File: src/rtl/mc_ctrl_pkg.sv
// Shared types and codes for the multi-cycle RV32I control sequencer.
package mc_ctrl_pkg;

  localparam int unsigned STATE_W = 4;
  localparam int unsigned ALUC_W  = 4;
  localparam int unsigned IMM_W   = 3;
  localparam int unsigned SEL_W   = 2;
  localparam int unsigned OP_W    = 7;

  // Sequencer states
  typedef enum logic [STATE_W-1:0] {
    S_FETCH    = 4'd0,
    S_DECODE   = 4'd1,
    S_MEMADR   = 4'd2,
    S_MEMREAD  = 4'd3,
    S_MEMWB    = 4'd4,
    S_MEMWRITE = 4'd5,
    S_EXECR    = 4'd6,
    S_EXECI    = 4'd7,
    S_ALUWB    = 4'd8,
    S_BRANCH   = 4'd9,
    S_JAL      = 4'd10,
    S_TRAP     = 4'd11
  } state_t;

  // ALU operation codes
  typedef enum logic [ALUC_W-1:0] {
    ALU_ADD = 4'd0,
    ALU_SUB = 4'd1,
    ALU_AND = 4'd2,
    ALU_OR  = 4'd3,
    ALU_XOR = 4'd4,
    ALU_SLT = 4'd5,
    ALU_SLL = 4'd6,
    ALU_SRL = 4'd7,
    ALU_SRA = 4'd8
  } alu_ctrl_t;

  // Operation class handed to the ALU decoder
  typedef enum logic [1:0] {
    ALU_OP_ADD   = 2'd0,
    ALU_OP_SUB   = 2'd1,
    ALU_OP_RTYPE = 2'd2,
    ALU_OP_ITYPE = 2'd3
  } alu_op_t;

  // Opcodes
  localparam logic [OP_W-1:0] OP_LOAD   = 7'b0000011;
  localparam logic [OP_W-1:0] OP_STORE  = 7'b0100011;
  localparam logic [OP_W-1:0] OP_RTYPE  = 7'b0110011;
  localparam logic [OP_W-1:0] OP_ITYPE  = 7'b0010011;
  localparam logic [OP_W-1:0] OP_BRANCH = 7'b1100011;
  localparam logic [OP_W-1:0] OP_JAL    = 7'b1101111;
  localparam logic [OP_W-1:0] OP_LUI    = 7'b0110111;
  localparam logic [OP_W-1:0] OP_AUIPC  = 7'b0010111;

  // Immediate formats
  localparam logic [IMM_W-1:0] IMM_I = 3'd0;
  localparam logic [IMM_W-1:0] IMM_S = 3'd1;
  localparam logic [IMM_W-1:0] IMM_B = 3'd2;
  localparam logic [IMM_W-1:0] IMM_J = 3'd3;
  localparam logic [IMM_W-1:0] IMM_U = 3'd4;

  // Mux selects
  localparam logic [SEL_W-1:0] RES_ALUOUT    = 2'd0;
  localparam logic [SEL_W-1:0] RES_MEMDATA   = 2'd1;
  localparam logic [SEL_W-1:0] RES_ALURESULT = 2'd2;
  localparam logic [SEL_W-1:0] SRCA_PC       = 2'd0;
  localparam logic [SEL_W-1:0] SRCA_OLDPC    = 2'd1;
  localparam logic [SEL_W-1:0] SRCA_RD1      = 2'd2;
  localparam logic [SEL_W-1:0] SRCB_RD2      = 2'd0;
  localparam logic [SEL_W-1:0] SRCB_IMM      = 2'd1;
  localparam logic [SEL_W-1:0] SRCB_FOUR     = 2'd2;

  // Immediate format implied by the opcode; unknown opcodes fall back to I
  function automatic logic [IMM_W-1:0] imm_src_of(input logic [OP_W-1:0] op);
    case (op)
      OP_STORE:          return IMM_S;
      OP_BRANCH:         return IMM_B;
      OP_JAL:            return IMM_J;
      OP_LUI, OP_AUIPC:  return IMM_U;
      default:           return IMM_I;
    endcase
  endfunction

endpackage

File: src/rtl/multicycle_ctrl_fsm_alu_decoder.sv
// ALU decoder: funct3/funct7b5 and operation class to ALU operation code.
// Shared with the single-cycle control unit. sltu has no dedicated ALU code
// and is mapped onto SLT.
module alu_decoder
  import mc_ctrl_pkg::*;
(
  input  logic [2:0] i_funct3,
  input  logic       i_funct7b5,
  input  alu_op_t    i_alu_op,
  output alu_ctrl_t  o_alu_control_c
);

  // Select ALU operation; only R-type honours SUB on funct3=000
  always_comb begin
    o_alu_control_c = ALU_ADD;
    case (i_alu_op)
      ALU_OP_ADD: o_alu_control_c = ALU_ADD;
      ALU_OP_SUB: o_alu_control_c = ALU_SUB;
      default: begin
        case (i_funct3)
          3'b000:  o_alu_control_c = ((i_alu_op == ALU_OP_RTYPE) && i_funct7b5) ? ALU_SUB : ALU_ADD;
          3'b001:  o_alu_control_c = ALU_SLL;
          3'b010:  o_alu_control_c = ALU_SLT;
          3'b011:  o_alu_control_c = ALU_SLT;
          3'b100:  o_alu_control_c = ALU_XOR;
          3'b101:  o_alu_control_c = i_funct7b5 ? ALU_SRA : ALU_SRL;
          3'b110:  o_alu_control_c = ALU_OR;
          default: o_alu_control_c = ALU_AND;
        endcase
      end
    endcase
  end

endmodule

File: src/rtl/multicycle_ctrl_fsm.sv
// Multi-cycle RV32I control sequencer (Moore outputs, mem_ready/zero gated).
// Optional performance counters (instret, cycles) enabled by `PERF_CNT_EN.
module multicycle_ctrl_fsm
  import mc_ctrl_pkg::*;
#(
  parameter int unsigned CNT_W     = 32,
  parameter bit          TRAP_HALT = 1'b1
)
(
  input  logic             clk,
  input  logic             reset,
  input  logic [OP_W-1:0]  opcode,
  input  logic [2:0]       funct3,
  input  logic             funct7b5,
  input  logic             zero,
  input  logic             mem_ready,
  output logic             PCWrite,
  output logic             AdrSrc,
  output logic             MemWrite,
  output logic             IRWrite,
  output logic [SEL_W-1:0] ResultSrc,
  output logic [SEL_W-1:0] ALUSrcA,
  output logic [SEL_W-1:0] ALUSrcB,
  output logic [ALUC_W-1:0] ALUControl,
  output logic [IMM_W-1:0] ImmSrc,
  output logic             RegWrite,
  output logic             illegal,
  output logic [STATE_W-1:0] state_o
`ifdef PERF_CNT_EN
  ,
  output logic [CNT_W-1:0] instret,
  output logic [CNT_W-1:0] cycles
`endif
);

  state_t    r_state;
  state_t    w_next;
  alu_op_t   w_alu_op;
  alu_ctrl_t w_alu_ctrl;

  // Reject a zero-width counter configuration at elaboration
  if (CNT_W < 1) begin : g_bad_cnt_w
    $error("CNT_W must be at least 1");
  end

  alu_decoder u_alu_decoder (
    .i_funct3        (funct3),
    .i_funct7b5      (funct7b5),
    .i_alu_op        (w_alu_op),
    .o_alu_control_c (w_alu_ctrl)
  );

  // State register; reset aborts any instruction in flight
  always_ff @(posedge clk or negedge reset) begin
    if (!reset) r_state <= S_FETCH;
    else        r_state <= w_next;
  end

  // Next-state and control outputs; everything is forced idle while reset is low
  always_comb begin
    w_next     = r_state;
    w_alu_op   = ALU_OP_ADD;
    PCWrite    = 1'b0;
    AdrSrc     = 1'b0;
    MemWrite   = 1'b0;
    IRWrite    = 1'b0;
    RegWrite   = 1'b0;
    illegal    = 1'b0;
    ResultSrc  = RES_ALUOUT;
    ALUSrcA    = SRCA_PC;
    ALUSrcB    = SRCB_RD2;
    ImmSrc     = imm_src_of(opcode);
    case (r_state)
      S_FETCH: begin
        ALUSrcB   = SRCB_FOUR;
        ResultSrc = RES_ALURESULT;
        IRWrite   = mem_ready;
        PCWrite   = mem_ready;
        if (mem_ready) w_next = S_DECODE;
      end
      S_DECODE: begin
        ALUSrcA = SRCA_OLDPC;
        ALUSrcB = SRCB_IMM;
        case (opcode)
          OP_LOAD, OP_STORE: w_next = S_MEMADR;
          OP_RTYPE:          w_next = S_EXECR;
          OP_ITYPE:          w_next = S_EXECI;
          OP_BRANCH:         w_next = S_BRANCH;
          OP_JAL:            w_next = S_JAL;
          default:           w_next = S_TRAP;
        endcase
      end
      S_MEMADR: begin
        ALUSrcA = SRCA_RD1;
        ALUSrcB = SRCB_IMM;
        w_next  = opcode[5] ? S_MEMWRITE : S_MEMREAD;
      end
      S_MEMREAD: begin
        AdrSrc = 1'b1;
        if (mem_ready) w_next = S_MEMWB;
      end
      S_MEMWB: begin
        ResultSrc = RES_MEMDATA;
        RegWrite  = 1'b1;
        w_next    = S_FETCH;
      end
      S_MEMWRITE: begin
        AdrSrc   = 1'b1;
        MemWrite = 1'b1;
        if (mem_ready) w_next = S_FETCH;
      end
      S_EXECR: begin
        ALUSrcA  = SRCA_RD1;
        ALUSrcB  = SRCB_RD2;
        w_alu_op = ALU_OP_RTYPE;
        w_next   = S_ALUWB;
      end
      S_EXECI: begin
        ALUSrcA  = SRCA_RD1;
        ALUSrcB  = SRCB_IMM;
        w_alu_op = ALU_OP_ITYPE;
        w_next   = S_ALUWB;
      end
      S_ALUWB: begin
        RegWrite = 1'b1;
        w_next   = S_FETCH;
      end
      S_BRANCH: begin
        ALUSrcA  = SRCA_RD1;
        ALUSrcB  = SRCB_RD2;
        w_alu_op = ALU_OP_SUB;
        // Only beq/bne are supported; other branch kinds trap without redirecting
        if (funct3[2:1] == 2'b00) begin
          PCWrite = zero ^ funct3[0];
          w_next  = S_FETCH;
        end else begin
          w_next  = S_TRAP;
        end
      end
      S_JAL: begin
        ALUSrcA = SRCA_OLDPC;
        ALUSrcB = SRCB_FOUR;
        PCWrite = 1'b1;
        w_next  = S_ALUWB;
      end
      S_TRAP: begin
        illegal = 1'b1;
        w_next  = TRAP_HALT ? S_TRAP : S_FETCH;
      end
      default: w_next = S_FETCH;
    endcase
    if (!reset) begin
      PCWrite   = 1'b0;
      AdrSrc    = 1'b0;
      MemWrite  = 1'b0;
      IRWrite   = 1'b0;
      RegWrite  = 1'b0;
      illegal   = 1'b0;
      ResultSrc = RES_ALUOUT;
      ALUSrcA   = SRCA_PC;
      ALUSrcB   = SRCB_RD2;
      ImmSrc    = IMM_I;
    end
  end

  assign ALUControl = reset ? w_alu_ctrl : ALU_ADD;
  assign state_o    = r_state;

`ifdef PERF_CNT_EN
  logic             w_retire;
  logic [CNT_W-1:0] r_instret;
  logic [CNT_W-1:0] r_cycles;

  // An instruction retires when a non-trap state hands control back to FETCH
  assign w_retire = (w_next == S_FETCH) && (r_state != S_FETCH) && (r_state != S_TRAP);

  // Free-running cycle and retired-instruction counters, wrapping naturally
  always_ff @(posedge clk or negedge reset) begin
    if (!reset) begin
      r_cycles  <= '0;
      r_instret <= '0;
    end else begin
      r_cycles <= r_cycles + CNT_W'(1);
      if (w_retire) r_instret <= r_instret + CNT_W'(1);
    end
  end

  assign instret = r_instret;
  assign cycles  = r_cycles;
`endif

endmodule

File: config.mk
export PLATFORM = sky130hd
export DESIGN_NAME = multicycle_ctrl_fsm
export DESIGN_NICKNAME = d
export VERILOG_FILES = /design/src/rtl/mc_ctrl_pkg.sv /design/src/rtl/multicycle_ctrl_fsm_alu_decoder.sv /design/src/rtl/multicycle_ctrl_fsm.sv
export SDC_FILE = /design/constraint.sdc
export NUM_CORES = 1
export LEC_CHECK = 0
export CAP_MARGIN = 10
export CORE_AREA = 2 2 46 48
export DETAILED_ROUTE_END_ITERATION = 7
export DIE_AREA = 0 0 48 50
export PLACE_DENSITY = 0.82
export RECOVER_POWER = 100
export SLEW_MARGIN = 20
export SYNTH_ARGS = -nofsm -noshare
export SYNTH_HDL_FRONTEND = slang
export SYNTH_SLANG_ARGS = --single-unit
File: constraint.sdc
create_clock -name clk -period 3.9 [get_ports clk]
set_clock_uncertainty 0.2 [all_clocks]
set_input_delay 0.39 -clock clk [delete_from_list [all_inputs] [get_ports clk]]
set_output_delay 0.39 -clock clk [all_outputs]
set_load 0.005 [all_outputs]
=== Word-level counts from Yosys, hierarchy flattened ===
Cells that the tools add are included.

* Logic and storage cells: 82
* Register bits: 4
* Input bits: 15

* Equal/unequal tests: 30
* Mux-type cells: 34
* Reductions and logical operators: 16
* Bitwise operators: 1

{| class="wikitable"
|+ Operator list
! kind !! count
|-
| 4-bit case mux with 8 select lines || 1
|-
| 4-bit 2-to-1 mux || 6
|-
| 4-bit case mux with 6 select lines || 1
|-
| 7-bit by 6-bit == test with 1-bit output, second input constant || 3
|-
| 4-bit case mux with 5 select lines || 1
|-
| 4-bit by 3-bit == test with 1-bit output, second input constant || 4
|-
| 4-bit == test, second input constant || 4
|-
| 7-bit by 5-bit == test with 1-bit output, second input constant || 2
|-
| 7-bit == test, second input constant || 2
|-
| 2-bit OR reduction || 7
|-
| 1-bit 2-to-1 mux || 13
|-
| 2-bit case mux with 2 select lines || 3
|-
| 3-bit case mux with 4 select lines || 1
|-
| 3-bit == test, second input constant || 3
|-
| 4-bit by 2-bit == test with 1-bit output, second input constant || 2
|-
| 4-bit case mux with 2 select lines || 1
|-
| 7-bit by 2-bit == test with 1-bit output, second input constant || 1
|-
| 3-bit by 2-bit == test with 1-bit output, second input constant || 2
|-
| 2-bit 2-to-1 mux || 3
|-
| 3-bit 2-to-1 mux || 2
|-
| 2-bit inequality test, second input constant || 3
|-
| 2-bit case mux with 3 select lines || 1
|-
| 3-bit OR reduction || 2
|-
| 4-bit by 1-bit == test with 1-bit output, second input constant || 1
|-
| 11 further kinds || 12
|}

=== Longest topological paths before layout ===
* Depth after elaboration: 8
* Gate-level depth with buffers: 5
* Gate-level depth less buffers: 4

=== Cells and area by module ===
Synthesis repeated with hierarchy kept, for this count alone.

* Cell total of the unflattened synthesis: 109
* Area total of the unflattened synthesis: 762.0 µm²

{| class="wikitable"
|+ Modules (own cells, without submodules)
! module !! instances !! area each (µm²) !! cells each
|-
| multicycle_ctrl_fsm || 1 || 674.4 || 94
|-
| alu_decoder || 1 || 87.6 || 15
|}

=== Least setup slack after synthesis ===
Ideal clock, no wire load.

* Kind: register -> output
* Start point: register r_state[0], in the netlist state_o[0]
* End point: output IRWrite
* Path slack: 2.117 ns
* Arrival time: 1.193 ns
* Cell stages (with the launch flop): 5
* Cells stage by stage: dfrtp_1 -> buf_2 -> buf_4 -> nor4_2 -> and2_1

* Longest elaborated chain between the ends: 3

{| class="wikitable"
|+ Ends and longest elaborated chain
! what !! RTL line !! RTL
|-
| from (decl) || multicycle_ctrl_fsm.sv:36 || <nowiki>state_t r_state;</nowiki>
|-
| from (signal assigned) || multicycle_ctrl_fsm.sv:56 || <nowiki>else r_state <= w_next;</nowiki>
|-
| 4-bit logical NOT || multicycle_ctrl_fsm.sv:73 || <nowiki>case (r_state)</nowiki>
|-
| 1-bit 2-to-1 mux || multicycle_ctrl_fsm.sv:73 ||
|-
| 1-bit 2-to-1 mux || multicycle_ctrl_fsm.sv:152 || <nowiki>if (!reset) begin</nowiki>
|-
| to (decl) || multicycle_ctrl_fsm.sv:20 || <nowiki>output logic IRWrite,</nowiki>
|}

No other way between the ends.

=== Worst setup path in the final report ===
* Start point: input reset
* End point: output ALUControl[3]

* Longest elaborated chain between the ends: 1

{| class="wikitable"
|+ Ends and longest elaborated chain
! what !! RTL line !! RTL
|-
| from (decl) || multicycle_ctrl_fsm.sv:11 || <nowiki>input logic reset,</nowiki>
|-
| 4-bit 2-to-1 mux || multicycle_ctrl_fsm.sv:166 || <nowiki>assign ALUControl = reset ? w_alu_ctrl : ALU_ADD;</nowiki>
|-
| to (decl) || multicycle_ctrl_fsm.sv:24 || <nowiki>output logic [ALUC_W-1:0] ALUControl,</nowiki>
|}

No other way between the ends.

==> flow_metrics.py <==
metrics = {
    "run_status": {
        "status": "completed",
    },
    "synth": {
        "ys.flop_type": "dfrtp_1",
        "synth_common_cells": "nor2_1, nand2_1, a21oi_1, nor3_1, o21ai_0",
        "yosysMostFrequentCell": "nor2_1",
        "ys_seq_area_share_pct": 13.5,
        "syn_nets": 126,
        "netlist_instances": 111,
        "synth_top_area_cell": "dfrtp_1",
        "async_flop_share_pct": 100,
        "yosysTopAreaCellShare_pct": 13.5,
        "ys_types": 43,
        "synth_warnings": 0,
        "synth_area_um2": 743,
        "synth.area.top_cells": "dfrtp_1, nor2_1, nand2_1",
        "synth_seq_cells": 4,
        "synth_edf_count": 0,
        "syn_avg_cell_area_um2": 6.70,
    },
    "worst_setup_path": {
        "endpoint": "ALUControl[3]",
        "crit_slowest_cell": "dlygate4sd3_1",
        "startpoint": "reset",
        "slowest_delay_ns": 0.77,
        "cp_common_cell": "dlygate4sd3_1",
        "cp-end-kind": "primary output",
        "path_class": "input port to primary output",
        "arrival_ns": 2.41,
        "path_buf_inv": 2,
        "cp-start-kind": "input port",
        "worst-path-stages": 5,
        "r2r-start": "state_o[1]$_DFFE_PN0P_",
        "crit_path_max_fanout": 11,
        "r2r_setup_slack_ns": 2.04,
        "crit_chain": "dlygate4sd3_1, nor2b_1, nand3_1, nor4_1, dlygate4sd3_1",
        "r2r_cells": 4,
        "timing.rr.end": "state_o[0]$_DFFE_PN0P_",
        "cp.required_ns": 3.31,
        "critPathTopFamily": "buffers and inverters",
    },
    "pwr": {
        "power_density_nw_per_um2": 491,
        "switching_share_pct": 47.3,
        "p_clk_share_pct": 9.5,
        "p_switching_uw": 257,
        "intPower_uw": 286,
        "pwr-share-seq_pct": 27.1,
        "p_leak_uw": 0.000460,
        "p_comb_share_pct": 63.4,
        "power.total_uw": 543,
        "irDropWorstVdd_v": 0.000276,
    },
    "route": {
        "drt-vias-per-instance": 5.47,
        "drtPass1Iterations": 4,
        "vias": 925,
        "ant_nets": 0,
        "drt_iter0_drc": 16,
        "wl_per_cell_um": 12.0,
        "drc": 0,
        "routed_wl_um": 2020,
    },
    "final_layout": {
        "area_growth_pct": 48.8,
        "regArea_um2": 100,
        "drive_above_1_share_pct": 4.93,
        "diodes": 0,
        "largest_reg_flops": 4,
        "nNetsFinal": 159,
        "fill_cells": 188,
        "multi_input_area_um2": 564,
    },
    "die": {
        "coreArea_um2": 1900,
        "design.portCount": 38,
        "die_width_um": 48,
        "num_rows": 16,
        "die_h_um": 50,
        "initial_core_util_pct": 39.1,
        "die_area_um2": 2400,
    },
    "clock_tree": {
        "htree_levels": 1,
        "cts_resized": 0,
        "cts-root-buf": "clkbuf_4",
        "clk_latency_ns": 0.24,
        "cts.sinks": 4,
        "ctsHoldBuffers": 0,
        "post-cts-setup-buffer-count": 0,
        "tritoncts": "built",
        "clk_pin_slew_worst_paths_ns": 0.04,
        "clock_path_buffers": 2,
        "cts_buffers": 3,
    },
    "global_route": {
        "grt_overflow": 0,
        "track_usage_pct": 18.2,
        "grt_pass1_wl_um": 3310,
        "antenna_found_initial": 0,
        "first_global_vias": 837,
        "grt_max_degree": 22,
    },
    "placed_design": {
        "gp_congestion": 0.801,
        "place_hpwl_um": 1590,
        "portBuffers": 37,
    },
    "timing": {
        "fin_crit_sh_pct": 76.9,
        "fin_setup_tns_ns": 0,
        "fin_hold_ws_ns": 0.314,
        "maxSlewHeadroom_pct": 58.7,
        "hold_violations": 0,
        "period_needed_ns": 3.00,
        "timing.fmax_mhz": 334,
        "slew_violations": 0,
        "setup-violations-final": 0,
        "rsz0062_at_grt": "no",
        "tightest_slew_ns": 0.619,
    },
    "worst_hold_path": {
        "min_path_type": "input port to asynchronous set/reset pin",
    },
    "flow_run": {
        "drv_cap": 0,
    },
}
## through the flow
stage               utilization [%]  instances  setup WS, ns  area [um2]
CTS                            58.9        169         0.998        1120
floorplan                         -        111          2.12         743
global route                   58.2        169         0.724        1110
global placement               57.7        166          1.05        1100
finish                         58.2        169         0.902        1110
detailed placement             57.7        166          1.01        1100
## power by group through the flow
stage | combinational [uW] | clock (uW) | sequential, uW
after floorplan | 316 | 0 | 77.1
after global placement | 365 | 0 | 155
after detailed placement | 374 | 0 | 155
after CTS | 375 | 53.0 | 155
after global routing | 388 | 57.1 | 161
final | 344 | 51.4 | 147
## worst reg2reg max path, cell delays in order (launching register included)
cell      delay, ns
dfrtp_1        0.60
nand2b_1       0.28
or3_1          0.34
o311ai_0       0.11
o221ai_1       0.18
## layout make-up
| cell class | instances | share of cell area (%) |
|---|---|---|
| Multi-Input combinational cell | 94 | 51.0 |
| Timing Repair Buffer | 37 | 33.5 |
| Sequential cell | 4 | 9.05 |
| Tap cell | 27 | 3.05 |
| Clock buffer | 3 | 2.04 |
| Inverter | 4 | 1.36 |
## placed cells by master (no fill, tap or decap), types with 2 or more instances in the layout
cell type / instances
nand3_1: 3
nand4_1: 3
and3_1: 2
inv_1: 3
o21ai_0: 6
a21oi_1: 7
nor4_1: 2
clkdlybuf4s50_1: 15
nor4b_1: 4
o21a_1: 2
nor3_1: 7
nand2_1: 10
a21o_1: 3
dlygate4sd3_1: 22
nor2b_1: 4
xnor2_1: 2
nor2_1: 14
nand2b_1: 3
clkbuf_4: 3
dfrtp_1: 4
xor2_1: 3
## how the worst min path moves through the flow
stage / start / cells past startpoint / endpoint / slack [ns]
finish: reset / 1 / state_o[3]$_DFFE_PN0P_ / 0.31
global route: reset / 1 / state_o[3]$_DFFE_PN0P_ / 0.34
CTS: reset / 1 / state_o[3]$_DFFE_PN0P_ / 0.24
detailed placement: reset / 1 / state_o[3]$_DFFE_PN0P_ / 0.49
global placement: reset / 1 / state_o[3]$_DFFE_PN0P_ / 0.48
floorplan: reset / 0 / state_o[0]$_DFFE_PN0P_ / -0.11
## metal layers
metal	up-vias	wire [um]	track usage, %
met3	2	118	3.66
met4	0	12	4.50
met2	38	1030	31.1
met5	-	0	0
met1	415	860	22.3
li1	470	-	-
## cell families after synthesis
kind of cell	Yosys count	share of synthesized area (%)
AO/OA/AOI/OAI	29	25.3
XOR/XNOR	5	5.89
flip-flops	4	13.5
AND/OR/NAND/NOR	60	46.6
buffers and inverters	13	8.75
(Power assumes the default switching activity.)
